`config.mk`:
```
export PLATFORM = sky130hd
export DESIGN_NAME = dmix_rate_detect_flat
export DESIGN_NICKNAME = d
export VERILOG_FILES = /design/src/rtl/dmix_rate_detect_if.sv /design/src/rtl/dmix_rate_detect.sv /design/src/flat_wrapper.sv
export SDC_FILE = /design/constraint.sdc
export NUM_CORES = 1
export LEC_CHECK = 0
export CORE_MARGIN = 2
export CORE_UTILIZATION = 39
export DETAILED_ROUTE_END_ITERATION = 12
export PLACE_DENSITY = 0.69
export SLEW_MARGIN = 20
export SYNTH_ARGS = -nofsm -noshare
export SYNTH_HDL_FRONTEND = slang
export SYNTH_SLANG_ARGS = --single-unit
```
`constraint.sdc`:
```
create_clock -name clk983040 -period 2.9 [get_ports clk983040]
set_input_delay 0.58 -clock clk983040 [delete_from_list [all_inputs] [get_ports clk983040]]
set_output_delay 0.58 -clock clk983040 [all_outputs]
set_load 0.03 [all_outputs]
```
`src/rtl/dmix_rate_detect_if.sv`:
```
// Audio-side signal bundle for the lrck rate detector: the incoming word clock
// plus the detected rate, lock flag, raw period and change strobe.
interface dmix_rate_detect_if;
    logic        lrck;
    logic [1:0]  rate;
    logic        locked;
    logic [11:0] period;
    logic        rate_change;

    // Source side: drives lrck and observes the detector results.
    modport master (
        output lrck,
        input  rate,
        input  locked,
        input  period,
        input  rate_change
    );

    // Detector side: samples lrck and drives the results.
    modport slave (
        input  lrck,
        output rate,
        output locked,
        output period,
        output rate_change
    );
endinterface

```
`src/rtl/dmix_rate_detect.sv`:
```
// LRCK sample-rate detector. Measures the period of an asynchronous word clock
// in clk983040 cycles, classifies it as 48/96/192 kHz and only reports a rate
// after LOCK_COUNT consecutive measurements of the same class. Loss of lrck
// (counter saturating) drops the lock and returns to waiting for an edge.
module dmix_rate_detect #(
    parameter int LOCK_COUNT = 4
) (
    input  logic            clk983040,
    input  logic            rst_n,
    dmix_rate_detect_if.slave bus
);

    typedef enum logic [1:0] {
        ST_IDLE    = 2'd0,
        ST_ACQUIRE = 2'd1,
        ST_LOCKED  = 2'd2
    } state_t;

    localparam logic [3:0]  LOCK_CNT_C = 4'(LOCK_COUNT);
    localparam logic [11:0] CNT_MAX_C  = 12'd4095;

    // Map a measured period onto a rate code; anything outside the windows is 0.
    function automatic logic [1:0] classify(input logic [11:0] p);
        logic [1:0] cls;
        cls = 2'd0;
        if ((p >= 12'd1920) && (p <= 12'd2175)) begin
            cls = 2'd1;
        end else if ((p >= 12'd960) && (p <= 12'd1087)) begin
            cls = 2'd2;
        end else if ((p >= 12'd480) && (p <= 12'd543)) begin
            cls = 2'd3;
        end else begin
            cls = 2'd0;
        end
        return cls;
    endfunction

    logic        lrck_meta_r;
    logic        lrck_sync_r;
    logic        lrck_prev_r;
    logic [1:0]  guard_r;
    logic        edge_s;

    logic [11:0] cnt_r;

    state_t      state_r,  state_s;
    logic [1:0]  cand_r,   cand_s;
    logic [3:0]  match_r,  match_s;
    logic [1:0]  rate_r,   rate_s;
    logic        locked_r, locked_s;
    logic        rc_r,     rc_s;
    logic [11:0] period_r, period_s;
    logic [1:0]  meas_cls_s;
    logic        timeout_s;

    // Two-flop synchroniser, edge-detect stage and post-reset edge guard.
    always_ff @(posedge clk983040 or negedge rst_n) begin
        if (!rst_n) begin
            lrck_meta_r <= 1'b0;
            lrck_sync_r <= 1'b0;
            lrck_prev_r <= 1'b0;
            guard_r     <= 2'd0;
        end else begin
            lrck_meta_r <= bus.lrck;
            lrck_sync_r <= lrck_meta_r;
            lrck_prev_r <= lrck_sync_r;
            if (guard_r != 2'd3) begin
                guard_r <= guard_r + 2'd1;
            end else begin
                guard_r <= guard_r;
            end
        end
    end

    // Rising edges are ignored until the guard has seen three clean cycles,
    // so an lrck that is already high at reset release cannot fake an edge.
    assign edge_s = lrck_sync_r & ~lrck_prev_r & (guard_r == 2'd3);

    // Period counter: restarts at 1 on every edge, saturates to flag lost lrck.
    always_ff @(posedge clk983040 or negedge rst_n) begin
        if (!rst_n) begin
            cnt_r <= 12'd0;
        end else if (edge_s) begin
            cnt_r <= 12'd1;
        end else if (cnt_r != CNT_MAX_C) begin
            cnt_r <= cnt_r + 12'd1;
        end else begin
            cnt_r <= cnt_r;
        end
    end

    // Detector state and registered outputs.
    always_ff @(posedge clk983040 or negedge rst_n) begin
        if (!rst_n) begin
            state_r  <= ST_IDLE;
            cand_r   <= 2'd0;
            match_r  <= 4'd0;
            rate_r   <= 2'd0;
            locked_r <= 1'b0;
            rc_r     <= 1'b0;
            period_r <= 12'd0;
        end else begin
            state_r  <= state_s;
            cand_r   <= cand_s;
            match_r  <= match_s;
            rate_r   <= rate_s;
            locked_r <= locked_s;
            rc_r     <= rc_s;
            period_r <= period_s;
        end
    end

    // Next-state logic: arm, accumulate matching measurements, lock, drop out.
    always_comb begin
        state_s    = state_r;
        cand_s     = cand_r;
        match_s    = match_r;
        rate_s     = rate_r;
        locked_s   = locked_r;
        rc_s       = 1'b0;
        period_s   = period_r;
        meas_cls_s = classify(cnt_r);
        timeout_s  = (cnt_r == CNT_MAX_C);

        case (state_r)
            ST_IDLE: begin
                if (edge_s) begin
                    // First edge only gives the counter a reference point.
                    state_s = ST_ACQUIRE;
                    cand_s  = 2'd0;
                    match_s = 4'd0;
                end else begin
                    state_s = ST_IDLE;
                end
            end

            ST_ACQUIRE, ST_LOCKED: begin
                if (timeout_s) begin
                    // A saturated counter wins over a coincident edge.
                    state_s  = ST_IDLE;
                    cand_s   = 2'd0;
                    match_s  = 4'd0;
                    rate_s   = 2'd0;
                    locked_s = 1'b0;
                    rc_s     = (rate_r != 2'd0);
                end else if (edge_s) begin
                    period_s = cnt_r;
                    if (state_r == ST_LOCKED) begin
                        if (meas_cls_s == rate_r) begin
                            state_s = ST_LOCKED;
                        end else begin
                            state_s  = ST_ACQUIRE;
                            cand_s   = meas_cls_s;
                            match_s  = (meas_cls_s != 2'd0) ? 4'd1 : 4'd0;
                            rate_s   = 2'd0;
                            locked_s = 1'b0;
                            rc_s     = 1'b1;
                        end
                    end else begin
                        if (meas_cls_s == 2'd0) begin
                            cand_s  = 2'd0;
                            match_s = 4'd0;
                        end else if (meas_cls_s == cand_r) begin
                            if ((match_r + 4'd1) == LOCK_CNT_C) begin
                                state_s  = ST_LOCKED;
                                match_s  = match_r + 4'd1;
                                rate_s   = cand_r;
                                locked_s = 1'b1;
                                rc_s     = 1'b1;
                            end else begin
                                match_s = match_r + 4'd1;
                            end
                        end else begin
                            cand_s  = meas_cls_s;
                            match_s = 4'd1;
                        end
                    end
                end else begin
                    state_s = state_r;
                end
            end

            default: begin
                state_s  = ST_IDLE;
                cand_s   = 2'd0;
                match_s  = 4'd0;
                rate_s   = 2'd0;
                locked_s = 1'b0;
            end
        endcase
    end

    assign bus.rate        = rate_r;
    assign bus.locked      = locked_r;
    assign bus.period      = period_r;
    assign bus.rate_change = rc_r;

endmodule

```
`src/flat_wrapper.sv`:
```
// flat-port wrapper written by rule: the top's interface ports become plain ports
module dmix_rate_detect_flat 
#(
    parameter int LOCK_COUNT = 4
)
  (clk983040, rst_n, bus_lrck, bus_rate, bus_locked, bus_period, bus_rate_change);
  dmix_rate_detect_if bus_i ();
  input  logic clk983040;
  input  logic rst_n;
  input wire logic [$bits(bus_i.lrck)-1:0] bus_lrck;
  output wire logic [$bits(bus_i.rate)-1:0] bus_rate;
  output wire logic [$bits(bus_i.locked)-1:0] bus_locked;
  output wire logic [$bits(bus_i.period)-1:0] bus_period;
  output wire logic [$bits(bus_i.rate_change)-1:0] bus_rate_change;
  assign bus_i.lrck = bus_lrck;
  assign bus_rate = bus_i.rate;
  assign bus_locked = bus_i.locked;
  assign bus_period = bus_i.period;
  assign bus_rate_change = bus_i.rate_change;
  dmix_rate_detect #(.LOCK_COUNT(LOCK_COUNT)) u_core (.clk983040(clk983040), .rst_n(rst_n), .bus(bus_i));
endmodule
```
==> results of run 1 <==
## registers in the layout, indices dropped and copies added, names as in the netlist
register / cells
u_core.bus.locked: 1
u_core.bus.period: 12
u_core.bus.rate: 2
u_core.bus.rate_change: 1
u_core.cand_r: 2
u_core.cnt_r: 12
u_core.guard_r: 2
u_core.lrck_meta_r: 1
u_core.lrck_prev_r: 1
u_core.lrck_sync_r: 1
u_core.match_r: 4
u_core.state_r: 2
## final cells by class
class                           count  area [um^2]  share of cell area, %
Multi-Input combinational cell    148         1040                   41.7
Inverter                            8         30.0                   1.20
Timing Repair Buffer               19          183                   7.29
Sequential cell                    41         1030                   40.9
Clock buffer                        5         68.8                   2.74
Tap cell                           72         90.1                   3.59
Clock inverter                      3         65.1                   2.59
## worst min path at each step
stage                                      start                             to  cells after the start
detailed placement  u_core.lrck_meta_r$_DFF_PN0_   u_core.lrck_sync_r$_DFF_PN0_                      0
global route        u_core.lrck_meta_r$_DFF_PN0_   u_core.lrck_sync_r$_DFF_PN0_                      0
CTS                 u_core.lrck_meta_r$_DFF_PN0_   u_core.lrck_sync_r$_DFF_PN0_                      0
global placement    u_core.lrck_meta_r$_DFF_PN0_   u_core.lrck_sync_r$_DFF_PN0_                      0
floorplan                                  rst_n  u_core.bus.locked$_DFFE_PN0P_                      0
finish              u_core.lrck_meta_r$_DFF_PN0_   u_core.lrck_sync_r$_DFF_PN0_                      0
## placed cells by master, fill, tap and decap left out, types with 5 or more instances in the layout
master and instances:
sky130_fd_sc_hd__clkbuf_8 5, sky130_fd_sc_hd__nand3_1 5, sky130_fd_sc_hd__nand2_1 19, sky130_fd_sc_hd__dfrtp_1 41, sky130_fd_sc_hd__clkdlybuf4s50_1 17, sky130_fd_sc_hd__xnor2_1 6, sky130_fd_sc_hd__o21ai_0 11, sky130_fd_sc_hd__inv_1 8
sky130_fd_sc_hd__nor2_1 21, sky130_fd_sc_hd__a31oi_1 5, sky130_fd_sc_hd__xor2_1 5, sky130_fd_sc_hd__mux2_2 11, sky130_fd_sc_hd__nand4_1 5, sky130_fd_sc_hd__ha_1 7
## metrics by stage
stage,hold WS (ns),util (%)
after floorplan,0.284,-
after global placement,0.334,43.1
after detailed placement,0.339,43.1
after CTS,0.357,45.5
after global routing,0.361,45.5
final,0.352,45.5
## critical path, delay by kind of cell (launching register included)
kind / cells / cell delay, ns
AO/OA/AOI/OAI: 4 / 0.68
flip-flops: 1 / 0.59
AND/OR/NAND/NOR: 3 / 0.99
## metal layers
layer  wire [um]  GRT usage, %  share of wire (%)
met5           0             0                  0
met4          81          6.38                2.0
met3         187          3.39                4.6
met2        1870          22.1                 46
met1        1970          19.7                 48
## power by group through the flow
stage	sequential (mW)	clock, mW	combinational [mW]
floorplan	0.727	0	0.112
global placement	0.677	0	0.249
detailed placement	0.679	0	0.253
CTS	0.667	0.559	0.256
global route	0.676	0.584	0.280
finish	0.668	0.540	0.253
## logic make-up (layout without fill, tap and decap cells)
family	after synthesis	in the layout	share of synthesized area, %
flops	41	41	46.3
fa+ha+maj	7	7	3.95
xor+xnor	11	11	4.35
buf+inv	20	35	6.60
compound gates	38	38	12.1
simple gates	79	79	20.0
mux	13	13	6.72
==> impl.org, run 1 <==
** Synth
- The synthesized design contains 0 enable-type register cells.
- Counting every net in the synthesized netlist gives 219.
- Flop and latch count out of synthesis :: 41
- For this run, the leading register cell type out of synthesis is sky130_fd_sc_hd__dfrtp_1.
- Yosys synthesis warning count :: 0
- Synthesized area divided by synthesized cell count :: 10.6 um^2
- Library cells used by synthesis :: 52
- sky130_fd_sc_hd__dfrtp_1 is the most common cell in the netlist.
- Share of synthesized registers carrying an async set or reset :: 100%
- Most used standard cells in the synthesized netlist :: sky130_fd_sc_hd__dfrtp_1 (41), sky130_fd_sc_hd__nor2_1 (21), sky130_fd_sc_hd__nand2_1 (19)
- The share of synthesized area in the top cell type comes to 46.3%.
- In this run the cell area of the synthesized design comes to 0.00222 mm^2.
- Leading area contributor after synthesis :: sky130_fd_sc_hd__dfrtp_1
- Syn Inst Count :: 209
- Sequential cells were found to cover 46.3% of the synthesized design area.
- By area the synthesized netlist is led by sky130_fd_sc_hd__dfrtp_1 (46%), sky130_fd_sc_hd__mux2_2 (5.6%), sky130_fd_sc_hd__buf_6 (4.6%), sky130_fd_sc_hd__ha_1 (4.0%), sky130_fd_sc_hd__nor2_1 (3.6%).

** Cells and area
- Number of inserted filler cells in the final layout :: 497
- Layout cell share with drive strength beyond 1 :: 17.4%
- Layout overhead on the synthesized area :: 13.1%
- Final net count :: 233
- Once layout is done, the placed cells without fillers occupy 0.00251 mm^2.
- Final non-filler cell total :: 296
- Ant. Diodes :: 0

** Pwr
- Sequential Power Share :: 45.7%
- Summing internal, switching and leakage power gives 1.46 mW.
- Combinational cells account for 17.3% of the total power.
- Leakage power of the design :: 1.12 nW
- IR analysis of the VDD net gives a maximum drop of 0.000422 V.
- Clock share of power :: 36.9%
- P_int :: 1.07 mW
- Dividing total power by cell area gives a power density of 583 mW/mm^2.
- Switching power total :: 0.390 mW
- Net switching is 26.7% of the power.

** Global routing
- Global-route usage over all layers :: 14.5%
- Entering global routing, the biggest net connects 42 pins.
- The number of global-route vias before repair was 1537.
- The number of antenna violations at the first check in global routing is 0.
- The first global-routing pass estimated 7160 um of wire.
- Summed over all layers, the global routing overflow is 0.

** Die
- Measured along the y axis, the die boundary spans 79.4 um.
- Floorplan die area :: 0.00630 mm^2
- Effective utilization at floorplan :: 40.3%
- Number of top-level pins :: 19
- Area inside the core boundary :: 0.00551 mm^2
- In this run the horizontal extent of the chip is 79.4 um.
- Row count :: 27

** Placed design
- Final GP Congestion :: 0.867
- OpenSTA, run right after detailed placement, puts the worst setup slack at 0.513 ns.
- Half-perimeter wire length of the detailed placement result :: 2910 um
- Summing all placed instances gives a cell area of 0.00237 mm^2.
- IO Port Bufs :: 18
- After detailed placement, the design holds a cell count of 288.

** CTS
- Counting along the longest clock path gives a buffer depth of 2.
- Total CTS buffers :: 5
- H-tree depth :: 2
- The clock reaches the later pin of the worst-skew pair after 0.29 ns.
- Post-CTS repair changed the size of 0 cells.
- Root buf cell :: sky130_fd_sc_hd__clkbuf_8
- Buffer count from post-CTS setup fixing :: 0
- Clock sink count :: 41
- Clock-pin slew was measured on the worst setup and hold paths at 0.08 ns.
- # hold bufs at CTS :: 0
- TritonCTS built the clock tree.

** Outcome
- The flow ran to the end, and the final reports show no timing, DRC or antenna violations.

** Routing
- Count of antenna-violating nets left after detailed routing :: 0
- After detailed routing, the average wire length per cell comes to 13.9 um.
- In this run, the number of DRC markers left after iteration 0 of detailed routing was 87.
- Before antenna repair, the detailed router went through 4 iterations.
- Via/cell ratio :: 5.30
- Detailed routing inserted a total of 1569 vias.
- After detailed routing, the total wire length is 4100 um.
- Remaining DRCs :: 0

** Job
- Max-cap violations in this run came to 0.

** Timing
- Final critical path time including I/O delays and setup :: 2.39 ns
- For the pin with the worst max-slew slack, the measured transition is 0.895 ns.
- Setup TNS :: 0 ns
- Setup violations remaining at the end of the flow were counted as 0.
- For this run, the top clock speed supported by timing is 418 MHz.
- After layout, the worst setup slack is 0.510 ns.
- The max-slew violation count is 0.
- Measured against its own limit, the worst slew margin works out to 40.3%.
- For the final database, setup skew stands at 0.0106 ns.
- Share of the cycle needed by the critical path after routing :: 82.4%
- Setup repair after global routing left no endpoint under its margin.
- The hold violation count in the final report was 0.

** Setup path
- For the worst setup path, the data required time is 3.08 ns.
- The critical path goes through nand4_2 -> or3_1 -> and2_4 -> o21ai_2 -> o21ai_2 -> o21bai_1 -> a22o_1.
- CP endpoint :: u_core.match_r[2]$_DFFE_PN0P_
- Data on the critical path arrives at its endpoint at 2.57 ns.
- The endpoint identified for the worst register-to-register timing path is u_core.match_r[2]$_DFFE_PN0P_.
- By instance count, the cell type seen most on the critical path is sky130_fd_sc_hd__o21ai_2.
- Peak per-stage delay on the critical path :: 0.59 ns
- Counting cells, the worst reg-to-reg path comes to 7.
- Setup slack, reg-to-reg :: 0.51 ns
- The worst setup path is captured at a register.
- Kind of critical path :: reg2reg
- Launching element type of the critical path :: register
- Along the worst path, the maximum fanout reaches 11.
- Startpoint of the most critical register-to-register path :: u_core.cnt_r[10]$_DFFE_PN0P_
- CP max stage cell :: sky130_fd_sc_hd__dfrtp_1
- Launching element of the worst setup path :: u_core.cnt_r[10]$_DFFE_PN0P_

** Worst hold path
- The path class of the tightest hold or removal check is reg2reg.
Note: power is estimated with default switching activity, not from simulation.
==> run 2, diff against run 1 <==
PLACE_DENSITY = 0.71   (was 0.69)
clock period = 2.1 ns   (was 2.9 ns; I/O delays follow)
==> run 2 against run 1 <==
The run now ends with setup timing left. Total power rose by 27%. Register-to-register slack lost 0.54 ns. Count of clock-buffer cells in the layout stayed put. Flip-flop and latch count did not move. Final area up 13%. Sequential power increased by 36%. Combinational power increased by 63%. Largest cell class unchanged.
==> impl.org, run 2 (synthesis results as in run 1) <==
** Outcome
- Result of the run :: finished with violations
- Violated checks :: setup timing

** Cells and area
- Layout overhead on the synthesized area :: 28.2%
- The cell area after layout was 0.00284 mm^2 (+13%).
- The total inserted antenna cells is 0 (unchanged).
- The number of filler instances in the final layout was 472 (-5.0%).
- Highest-count cells in the layout ignoring fill and taps :: sky130_fd_sc_hd__dfrtp_1 (34), sky130_fd_sc_hd__buf_4 (32), sky130_fd_sc_hd__nor2_1 (20)
- Final net count :: 266 (+14%)
- Layout cell share with drive strength beyond 1 :: 37.0% (+20 points)
- The total area of multi-input combinational cells is 0.00116 mm^2 (+11%).
- Most common library cell in the layout ignoring fill and taps :: sky130_fd_sc_hd__dfrtp_1
- The area taken by flip-flops and latches came to 0.00103 mm^2 (+0.85%).

** Die
- Die Height :: 79.4 um (unchanged)
- The area of the die is 0.00630 mm^2 (unchanged).
- The I/O pin count was 19 (unchanged).
- Effective utilization at floorplan :: 40.3% (unchanged)
- Horiz. Die Dim :: 79.4 um (unchanged)
- Row count :: 27 (unchanged)
- The area of the core is 0.00551 mm^2 (unchanged).

** Routing
- The total vias in the final route was 1736 (+11%).
- The number of DRC violations after detailed routing was 0 (unchanged).
- Post-detailed-routing wire length :: 4720 um (+15%)
- Count of antenna-violating nets left after detailed routing :: 0 (unchanged)
- The average vias per placed instance came to 5.28 (-0.45%).
- Routed len/inst :: 14.3 um (+3.5%)
- Drt first pass iters :: 4 (unchanged)
- The number of DRC violations after detailed-routing iteration 0 is 63 (-28%).

** Global routing
- The met2 track demand over resource is 26.2% (+4.1 points).
- GR met1 Demand/Resource :: 21.1% (+1.4 points)
- Via count of the first global-routing pass :: 1667 (+8.5%)
- Busiest grt layer :: met2
- The final global-route overflow total came to 0 (unchanged).
- Met3 GRT Util :: 3.05% (-0.34 points)
- Global-route usage over all layers :: 16.0% (+1.5 points)
- Largest net degree at the start of global routing :: 42 (unchanged)
- Number of antenna violations at the first check in global routing :: 0 (unchanged)
- The first-pass GRT wire length is 7730 um (+8.1%).

** Placed design
- The post-place setup slack is -0.0653 ns (-0.578 ns).
- The number of buffers inserted by port buffering came to 18 (unchanged).
- Final GP Congestion :: 0.920 (+6.1%)
- The detailed-placement wirelength estimate came to 3200 um (+10%).
- Post-detailed-placement cell area :: 0.00260 mm^2 (+9.6%)

** Timing
- The hold violation count in the final report was 0 (unchanged).
- The highest achievable clock rate was 470 MHz (+12%).
- Setup repair after global routing could not meet its margin everywhere.
- The slew of the pin with the lowest slew margin came to 0.560 ns (-0.335 ns).
- The share of the clock period used by the worst path after layout was 101% (+19 points).
- Relative slew margins :: 62.6% (+22 points)
- The number of failing setup endpoints in the final timing report was 5 (+5).
- The minimum clock period after layout was 2.13 ns (-0.262 ns).
- Final slew viol count :: 0 (unchanged)
- The least setup slack across all paths after layout was -0.0282 ns (-0.538 ns).
- The worst clock skew was 0.00447 ns (-0.00613 ns).

** CTS
- Maximum number of buffers from clock root to sink :: 2 (unchanged)
- The hold buffer count at cts came to 0 (unchanged).
- H-tree depth :: 2 (unchanged)
- Total CTS buffers :: 5 (unchanged)
- TritonCTS built the clock tree.
- The clock sink count was 41 (unchanged).
- The tree is rooted in a sky130_fd_sc_hd__clkbuf_8.
- The register clock-pin slew on the reported worst setup and hold paths is 0.08 ns (about the same).
- Clock latency at the later pin of the worst-skew pair :: 0.30 ns (about the same)

** Pwr
- The worst voltage drop across the vdd grid is 0.000621 V (+47%).
- The static power due to leakage came to 1.28 nW (+15%).
- The total power after layout was 1.85 mW (+27%).
- Cell Pwr Density :: 651 mW/mm^2 (+12%)

** Setup path
- Walking the worst path, the cells encountered are nor3b_4 -> a22o_1 -> or3_1 -> mux2_4 -> and3_4 -> a21o_1 -> a22o_1.
- Worst EP arrival :: 2.32 ns (-0.25 ns)
- Cell mode on critical path :: sky130_fd_sc_hd__a22o_1
- The worst setup path is launched from a register.
- CP max stage cell :: sky130_fd_sc_hd__dfrtp_2
- The largest incremental delay on the critical path came to 0.46 ns (-0.13 ns).
- The required time of the critical path was 2.29 ns (-0.79 ns).
- Kind of critical path :: reg2reg
- Critical path fanouts, max :: 6 (-5)
- The worst setup path is captured at a register.

** Worst hold path
- Hold Crit Class :: in2async

** Job
- The count of maximum capacitance violations is 0 (unchanged).
## run 2: cell count changes in the layout (fill, tap and decap cells not counted), moves of 3 or more
cell | before | now
sky130_fd_sc_hd__buf_4 | 1 | 32
sky130_fd_sc_hd__dfrtp_1 | 41 | 34
sky130_fd_sc_hd__dfrtp_2 | 0 | 7
sky130_fd_sc_hd__nand2_1 | 19 | 16
sky130_fd_sc_hd__o21ai_0 | 11 | 8
## run 2: layer usage
| metal | vias up | wire, um |
|---|---|---|
| met4 | 0 | 70 |
| met5 | - | 0 |
| met1 | 863 | 2290 |
| met3 | 8 | 100 |
| li1 | 839 | - |
| met2 | 26 | 2260 |
## run 2: final timing paths
kind / start / endpoint / slack [ns] / cells after the start
min reg2reg: u_core.lrck_meta_r$_DFF_PN0_ / u_core.lrck_sync_r$_DFF_PN0_ / 0.36 / 0
min: rst_n / u_core.bus.period[5]$_DFFE_PN0P_ / 0.17 / 2
min in group clk983040: u_core.lrck_meta_r$_DFF_PN0_ / u_core.lrck_sync_r$_DFF_PN0_ / 0.36 / 0
max reg2reg: u_core.cnt_r[9]$_DFFE_PN0P_ / u_core.match_r[3]$_DFFE_PN0P_ / -0.03 / 7
max in group asynchronous: rst_n / u_core.cnt_r[7]$_DFFE_PN0P_ / 1.55 / 2
max: u_core.cnt_r[9]$_DFFE_PN0P_ / u_core.match_r[3]$_DFFE_PN0P_ / -0.03 / 7
## run 2: critical path, delay by kind of cell (launching register included)
| kind | cells | cell delay [ns] |
|---|---|---|
| AO/OA/AOI/OAI | 3 | 0.54 |
| flip-flops | 1 | 0.46 |
| multiplexers | 1 | 0.32 |
| AND/OR/NAND/NOR | 3 | 0.71 |
## run 2: repair_timing
item                                    CTS  global route
setup buffers                             0             3
endpoints found under the hold margin     0             0
endpoints found under the setup margin   18            12
pin swaps                                 3             9
resized for setup                         9            24
## run 2: where the power goes
part           switching [mW]  leakage, nW  internal [mW]
Sequential             0.0473        0.532          0.862
Clock                   0.292       0.0445          0.236
Combinational           0.231        0.706          0.181
Total                   0.571         1.28           1.28
## run 2: per-stage QoR
step / instances / hold WS [ns] / utilization, % / TNS, ns
after global routing: 329 / 0.229 / 51.6 / -0.930
after global placement: 318 / 0.333 / 47.2 / -0.266
final: 329 / 0.174 / 51.6 / -0.0906
after floorplan: 209 / 0.124 / - / -0.257
after CTS: 326 / 0.193 / 49.5 / -0.143
after detailed placement: 318 / 0.344 / 47.2 / -0.621
## run 2: cell type report
type                            instances  share of cell area, %
Tap cell                               72                   3.17
Sequential cell                        41                   36.4
Clock inverter                          3                  0.749
Multi-Input combinational cell        148                   40.8
Clock buffer                            5                   2.42
Timing Repair Buffer                   52                   15.4
Inverter                                8                   1.06
